File: src/rtl/serial_logic_unit.sv
// Bit-serial bitwise logic unit: accepts one operation, produces one result bit
// per clock LSB first, then holds the result under a valid/ready handshake.
module serial_logic_unit #(
  parameter int unsigned WIDTH = 8
) (
  input  logic             clk,
  input  logic             rst_n,
  input  logic             in_valid,
  output logic             in_ready,
  input  logic [WIDTH-1:0] op_a,
  input  logic [WIDTH-1:0] op_b,
  input  logic [2:0]       opcode,
  output logic             out_valid,
  input  logic             out_ready,
  output logic [WIDTH-1:0] result,
  output logic             zero,
  output logic             err
);

  localparam int unsigned CW = $clog2(WIDTH);
  localparam logic [CW-1:0] LAST = CW'(WIDTH - 1);

  localparam logic [1:0] IDLE = 2'd0;
  localparam logic [1:0] RUN  = 2'd1;
  localparam logic [1:0] DONE = 2'd2;

  localparam logic [2:0] OP_NOT  = 3'b000;
  localparam logic [2:0] OP_AND  = 3'b001;
  localparam logic [2:0] OP_OR   = 3'b010;
  localparam logic [2:0] OP_NAND = 3'b011;
  localparam logic [2:0] OP_NOR  = 3'b100;
  localparam logic [2:0] OP_XOR  = 3'b101;
  localparam logic [2:0] OP_XNOR = 3'b110;
  localparam logic [2:0] OP_ILL  = 3'b111;

  logic [1:0]       state;
  logic [WIDTH-1:0] a_reg;
  logic [WIDTH-1:0] b_reg;
  logic [WIDTH-1:0] res_reg;
  logic [2:0]       op_reg;
  logic [CW-1:0]    cnt;

  logic a_bit, b_bit, bit_val;
  logic not_y, and_y, or_y, nand_y, nor_y, xor_y, xnor_y;

  assign a_bit = a_reg[cnt];
  assign b_bit = b_reg[cnt];

  // One gate cell per operation; the registered opcode picks which one feeds the result.
  assign not_y  = ~a_bit;
  assign and_y  = a_bit & b_bit;
  assign or_y   = a_bit | b_bit;
  assign nand_y = ~(a_bit & b_bit);
  assign nor_y  = ~(a_bit | b_bit);
  assign xor_y  = a_bit ^ b_bit;
  assign xnor_y = ~(a_bit ^ b_bit);

  always_comb begin
    bit_val = 1'b0;
    case (op_reg)
      OP_NOT:  bit_val = not_y;
      OP_AND:  bit_val = and_y;
      OP_OR:   bit_val = or_y;
      OP_NAND: bit_val = nand_y;
      OP_NOR:  bit_val = nor_y;
      OP_XOR:  bit_val = xor_y;
      OP_XNOR: bit_val = xnor_y;
      default: bit_val = 1'b0;
    endcase
  end

  always_ff @(posedge clk) begin
    if (!rst_n) begin
      state   <= IDLE;
      a_reg   <= '0;
      b_reg   <= '0;
      op_reg  <= '0;
      res_reg <= '0;
      cnt     <= '0;
    end else begin
      case (state)
        IDLE: begin
          if (in_valid) begin
            a_reg   <= op_a;
            b_reg   <= op_b;
            op_reg  <= opcode;
            res_reg <= '0;
            cnt     <= '0;
            state   <= RUN;
          end
        end
        RUN: begin
          res_reg[cnt] <= bit_val;
          // Counter parks on the last index instead of wrapping.
          if (cnt == LAST) state <= DONE;
          else             cnt   <= cnt + 1'b1;
        end
        DONE: begin
          if (out_ready) state <= IDLE;
        end
        default: state <= IDLE;
      endcase
    end
  end

  assign in_ready  = (state == IDLE);
  assign out_valid = (state == DONE);
  assign result    = res_reg;
  // Flags are qualified by out_valid so they read 0 outside DONE.
  assign zero      = out_valid && (res_reg == '0);
  assign err       = out_valid && (op_reg == OP_ILL);

endmodule
File: config.mk
export PLATFORM = sky130hd
export DESIGN_NAME = serial_logic_unit
export DESIGN_NICKNAME = d
export VERILOG_FILES = /design/src/rtl/serial_logic_unit.sv
export SDC_FILE = /design/constraint.sdc
export NUM_CORES = 1
export LEC_CHECK = 0
export ABC_CLOCK_PERIOD_IN_PS = 2800
export BUFFER_PORTS_ARGS = -buffer_cell sky130_fd_sc_hd__buf_2
export CAP_MARGIN = 20
export CELL_PAD_IN_SITES_DETAIL_PLACEMENT = 1
export CELL_PAD_IN_SITES_GLOBAL_PLACEMENT = 2
export CORE_ASPECT_RATIO = 0.75
export CORE_MARGIN = 4
export CORE_UTILIZATION = 32
export DETAILED_ROUTE_END_ITERATION = 10
export MAX_ROUTING_LAYER = met4
export PLACE_DENSITY_LB_ADDON = 0.2
export SETUP_SLACK_MARGIN = 0.2
export SYNTH_ARGS = -nofsm -noshare
export SYNTH_HDL_FRONTEND = slang
export SYNTH_SLANG_ARGS = --single-unit
File: constraint.sdc
create_clock -name clk -period 2.8 [get_ports clk]
set_input_delay 0.28 -clock clk [delete_from_list [all_inputs] [get_ports clk]]
set_output_delay 0.28 -clock clk [all_outputs]
set_load 0.03 [all_outputs]
==> flow_metrics.tcl, run 1 <==
set metrics [dict create \
    clkTransAtPathRegs_ns 0.07 \
    outcome "finished, final reports clean" \
    synth_area_per_cell_um2 8.498 \
    grt_overflow 0 \
    drv_cap 0 \
    max_freq_ghz 0.4088 \
    place_hpwl_um 3592 \
    firstDrtPassIters 4 \
    cp-start-kind "flop" \
    max-slew-margin-rel_pct 65.39 \
    dieHeight_um 72.21 \
    core_um2 5324 \
    die_area_um2 6760 \
    holdPathStages 3 \
    rr_endpoint "result[6]" \
    ant_nets 0 \
    m1WireLength_um 2604 \
    avgViaCountPerCell 5.056 \
    rows 23 \
    drive_gt1_share_pct 27.35 \
    worstSetupPathType "reg2reg" \
    post_synth_num_cell_types 40 \
    rr_startpoint "cnt[1]" \
    diodes 0 \
    synth-seq-cells 32 \
    insertion_delay_ns 0.28 \
    end_kind "flop" \
    drtIter0Drc 65 \
    rsz0062_at_grt "false" \
    min-delay-start "op_a[5]" \
    wl_per_cell_um 15.23 \
    ys_warn_count 0 \
    top_layer "met4" \
    hold_path_end "a_reg[5]" \
    drt-total-wl_um 4872 \
    fin_crit_ns 2.446 \
    synthFlopType "dfxtp_1" \
    cts.sinks 32 \
    vdd_drop_max_mv 0.1749 \
    skew_ns 0.003507 \
    met2_length_um 2040 \
    io_buffers 34 \
    cts_buffer_depth 2 \
    hold_buffers 0 \
    nFillCells 658 \
    power.density_nw_per_um2 463.3 \
    area_growth_pct 21.41 \
    antenna_found_initial 0 \
    cts_buffers 5 \
    tightest_slew_ns 0.5164 \
    cp_max_fo 14 \
    routabilityCongestion 0.7622 \
    fin_nets 272 \
    grt_max_degree 33 \
    cts_tree "built" \
    tns_ns 0 \
    grt_pass1_wl_um 8583 \
    htreeDepth 2 \
    min_period_over_period_pct 87.36 \
    ff2ff_setup_slack_ns 0.35 \
    start_util_pct 33.04 \
    drc 0 \
    finalHoldViolations 0 \
    syn-num-nets 234 \
    required_ns 2.97 \
    finalSetupViolations 0 \
    grt_pass1_vias 1704 \
    fin_area_um2 2136 \
    cts_root_buf "clkbuf_8" \
    dieWidth_um 93.62 \
    grtUsageTotal_pct 16.50 \
    hp-class "in2reg" \
    ios 35 \
    ys_seq_area_share_pct 36.42 \
    synth_cells 207 \
    synthesis.area_um2 1759 \
    reg2reg_depth 9 \
    vias 1618 \
    synth_edf_count 0 \
    placed_area_um2 2023 \
    finalMaxSlewViolations 0 \
    wl_met3_um 150 \
    cts_setup_buffers 0 \
    crit_arrival_ns 2.62 \
    async_flop_share_pct 0 \
    p_leak_nw 0.8743 \
]
## per-layer routing
metal,track usage (%),vias to the layer above
met4,4.327,0
met5,-,-
li1,-,811
met2,24.48,34
met1,22.80,764
met3,3.731,9
## worst max path at each step
stage	start	to	slack, ns
3_3_place_gp	cnt[2]	result[0]	0.22
5_1_grt	cnt[1]	result[0]	0.20
3_5_place_dp	cnt[1]	result[6]	0.11
4_1_cts	cnt[2]	result[3]	0.24
2_1_floorplan	cnt[1]	result[0]	0.33
6_report	cnt[1]	result[6]	0.35
## kinds of logic (layout without fill, tap and decap cells)
kind of cell | after synthesis | after routing | share of synthesized area [%]
buffers and inverters | 16 | 54 | 4.978
muxes | 5 | 5 | 4.338
AOI/OAI and AO/OA | 36 | 36 | 17.92
DFF | 32 | 32 | 36.42
adders and majority gates | 4 | 4 | 2.845
and+or+nand+nor | 114 | 114 | 33.50
## worst max-delay path, cell delays in order, from the launching register on
cell and delay (ns):
dfxtp_4 0.37, buf_6 0.15, or3b_4 0.40, a21oi_4 0.15, nor3_2 0.07, ha_1 0.21
mux2_2 0.30, o211ai_4 0.30, nor3_1 0.12, o31a_1 0.25
## power by group
part | internal [mW] | switching [mW] | total [mW] | leakage, nW
Clock | 0.168 | 0.175 | 0.343 | 0.0400
Sequential | 0.477 | 0.0208 | 0.497 | 0.263
Combinational | 0.0640 | 0.0851 | 0.149 | 0.571
## Yosys cell counts, types with 3 or more instances
cell	instances	area, µm²
a21boi_0	20	150.1
and3_1	9	56.30
buf_2	3	15.01
buf_4	4	30.03
clkbuf_1	3	11.26
dfxtp_1	32	640.6
ha_1	4	50.05
inv_1	4	15.01
nand2_1	51	191.4
nand3_1	10	50.05
nor2_1	4	15.01
nor2b_1	4	25.02
nor3_1	9	45.04
nor4_1	10	62.56
o31a_1	8	70.07
## cell type report
class | instances | area (µm²) | share of cell area [%]
clock buffers | 5 | 68.82 | 3.222
repair buffers | 43 | 241.5 | 11.31
well taps | 75 | 93.84 | 4.394
flip-flops and latches | 32 | 646.9 | 30.29
multi-input cells | 159 | 1057 | 49.50
inverters | 4 | 15.01 | 0.7030
clock inverters | 2 | 12.51 | 0.5858
## metrics by stage
stage	hold WS [ns]	power [mW]	worst slack [ns]	utilization [%]	instances
3_5_place_dp	0.4616	0.6542	0.1150	38.00	313
5_1_grt	0.2465	1.051	0.2021	40.12	320
6_report	0.2382	0.9896	0.3540	40.12	320
3_3_place_gp	0.4585	0.6528	0.2224	38.00	313
4_1_cts	0.2330	1.009	0.2433	39.79	320
2_1_floorplan	0.4249	0.6027	0.3296	-	207
## layout by cell type (no fill, tap or decap), types with 4 or more instances in the layout
| cell | instances |
|---|---|
| dfxtp_1 | 29 |
| nor2_1 | 4 |
| o31a_1 | 8 |
| buf_4 | 8 |
| buf_2 | 34 |
| inv_1 | 4 |
| nor2b_1 | 4 |
| nand2_1 | 51 |
| nand3_1 | 10 |
| and3_1 | 9 |
| nor3_1 | 8 |
| clkbuf_8 | 5 |
| a21boi_0 | 20 |
| ha_1 | 4 |
| nor4_1 | 10 |
## timing repair
action | in CTS | in global routing
pin swaps | 0 | 1
setup endpoints to repair | 8 | 8
resized for setup | 2 | 7
(Power assumes the default switching activity.)
==> inputs of run 2 (changes only) <==
--- a/config.mk
+++ b/config.mk
@@ -15,7 +15,7 @@
 export CORE_UTILIZATION = 32
 export DETAILED_ROUTE_END_ITERATION = 10
 export MAX_ROUTING_LAYER = met4
-export PLACE_DENSITY_LB_ADDON = 0.2
+export PLACE_DENSITY = 0.74
 export SETUP_SLACK_MARGIN = 0.2
 export SYNTH_ARGS = -nofsm -noshare
 export SYNTH_HDL_FRONTEND = slang
==> flow_metrics.tcl, run 2 (synthesized netlist as in run 1, its figures left out) <==
set metrics [dict create \
    antenna_found_initial 0 \
    routabilityCongestion 0.7514 \
    rsz0062_at_grt "false" \
    core_um2 5324 \
    start_util_pct 33.04 \
    multi_input_area_um2 1049 \
    p_leak_nw 0.8964 \
    io_buffers 34 \
    grt_max_degree 33 \
    clkTransAtPathRegs_ns 0.07 \
    cts_setup_buffers 0 \
    finalPower_mw 1.087 \
    worstSetupPathType "reg2reg" \
    cts_tree "built" \
    drtIter0Drc 47 \
    dieWidth_um 93.62 \
    hold_path_end "b_reg[2]" \
    drive_gt1_share_pct 27.02 \
    max-slew-margin-rel_pct 64.44 \
    cts_root_buf "clkbuf_8" \
    drc 0 \
    min_period_over_period_pct 84.94 \
    fin_nets 274 \
    nFillCells 656 \
    grtUsageTotal_pct 15.40 \
    layout_commonest_cell "nand2_1" \
    drt-total-wl_um 4704 \
    fin_util_pct 40.61 \
    fin_crit_ns 2.378 \
    wl_per_cell_um 14.56 \
    ff2ff_setup_slack_ns 0.42 \
    rr_startpoint "cnt[0]" \
    rows 23 \
    holdPathStages 3 \
    insertion_delay_ns 0.28 \
    skew_ns 0.007090 \
    vias 1626 \
    register_area_um2 644.4 \
    cts_buffers 5 \
    htreeDepth 2 \
    cts_buffer_depth 2 \
    finalMaxSlewViolations 0 \
    rr_endpoint "result[1]" \
    ios 35 \
    finalSetupViolations 0 \
    ant_nets 0 \
    required_ns 2.97 \
    cp-start-kind "flop" \
    cts.sinks 32 \
    crit_arrival_ns 2.55 \
    avgViaCountPerCell 5.034 \
    grt_overflow 0 \
    reg2reg_depth 10 \
    area_growth_pct 22.90 \
    cp_max_fo 8 \
    grt_pass1_wl_um 7969 \
    finalHoldViolations 0 \
    dieHeight_um 72.21 \
    power.density_nw_per_um2 502.9 \
    end_kind "flop" \
    min-delay-start "op_b[2]" \
    diodes 0 \
    place_hpwl_um 3491 \
    die_area_um2 6760 \
    most-common-layout-cells "nand2_1, buf_2, dfxtp_1, a21boi_0, buf_4" \
    drv_cap 0 \
    firstDrtPassIters 4 \
    tightest_slew_ns 0.5335 \
    vdd_drop_max_mv 0.1690 \
    tns_ns 0 \
    grt_pass1_vias 1633 \
    hold_buffers 0 \
    hp-class "in2reg" \
    max_freq_ghz 0.4205 \
    outcome "finished, final reports clean" \
]
-- run 2: changes by cell type in the layout (fill, tap and decap cells not counted) --
cell        previous run  this run
o211ai_4               1         0
buf_4                  8        11
buf_6                  1         0
o211ai_2               0         1
bufinv_16              0         1
dfxtp_1               29        31
clkbuf_1               0         1
clkinvlp_4             1         0
dfxtp_2                2         0
-- run 2: what timing repair did --
item	in CTS	in global routing
endpoints found under the hold margin	0	0
gates resized for setup	1	4
setup endpoints to repair	8	8
-- run 2: worst max-delay path, cell delays in order, from the launching register on --
cell	delay, ns
dfxtp_1	0.41
mux2i_2	0.33
o32ai_4	0.13
nor3_2	0.23
inv_1	0.07
ha_1	0.20
or3_1	0.32
o211ai_2	0.08
buf_4	0.18
nor3_1	0.07
o31a_1	0.23
-- run 2: how the worst max path moves through the flow --
stage | from | end
finish | cnt[0] | result[1]
global route | cnt[2] | result[3]
CTS | cnt[0] | result[3]
detailed placement | cnt[1] | result[6]
global placement | cnt[1] | result[5]
floorplan | cnt[1] | result[0]
-- run 2: stage by stage --
step / hold slack [ns] / std cells / instance area (µm²) / setup slack, ns
global placement: 0.4545 / 315 / 2038 / 0.2836
floorplan: 0.4249 / 207 / 1759 / 0.3296
global route: 0.2295 / 323 / 2162 / 0.2528
detailed placement: 0.4603 / 315 / 2038 / 0.1900
CTS: 0.2307 / 323 / 2147 / 0.2596
finish: 0.2389 / 323 / 2162 / 0.4216
-- run 2: routing by layer --
metal	track usage (%)	up-vias	routed length (µm)
li1	-	816	-
met1	22.04	770	2541
met2	21.71	33	1936
met3	3.523	7	171
met4	4.327	0	55
met5	-	-	0
-- run 2: layout make-up --
type                    count  area share (%)
clock buffers               6           3.356
inverters                   4          0.6944
flip-flops and latches     32           29.80
multi-input cells         159           48.50
clock inverters             2           1.620
well taps                  75           4.340
repair buffers             45           11.69
-- run 2: report_power, final --
| group | switching (mW) | leakage [nW] | total, mW | internal, mW |
|---|---|---|---|---|
| Combinational | 0.0840 | 0.579 | 0.149 | 0.0653 |
| Sequential | 0.0206 | 0.262 | 0.497 | 0.476 |
| Clock | 0.177 | 0.0552 | 0.441 | 0.264 |
| Total | 0.282 | 0.896 | 1.09 | 0.806 |
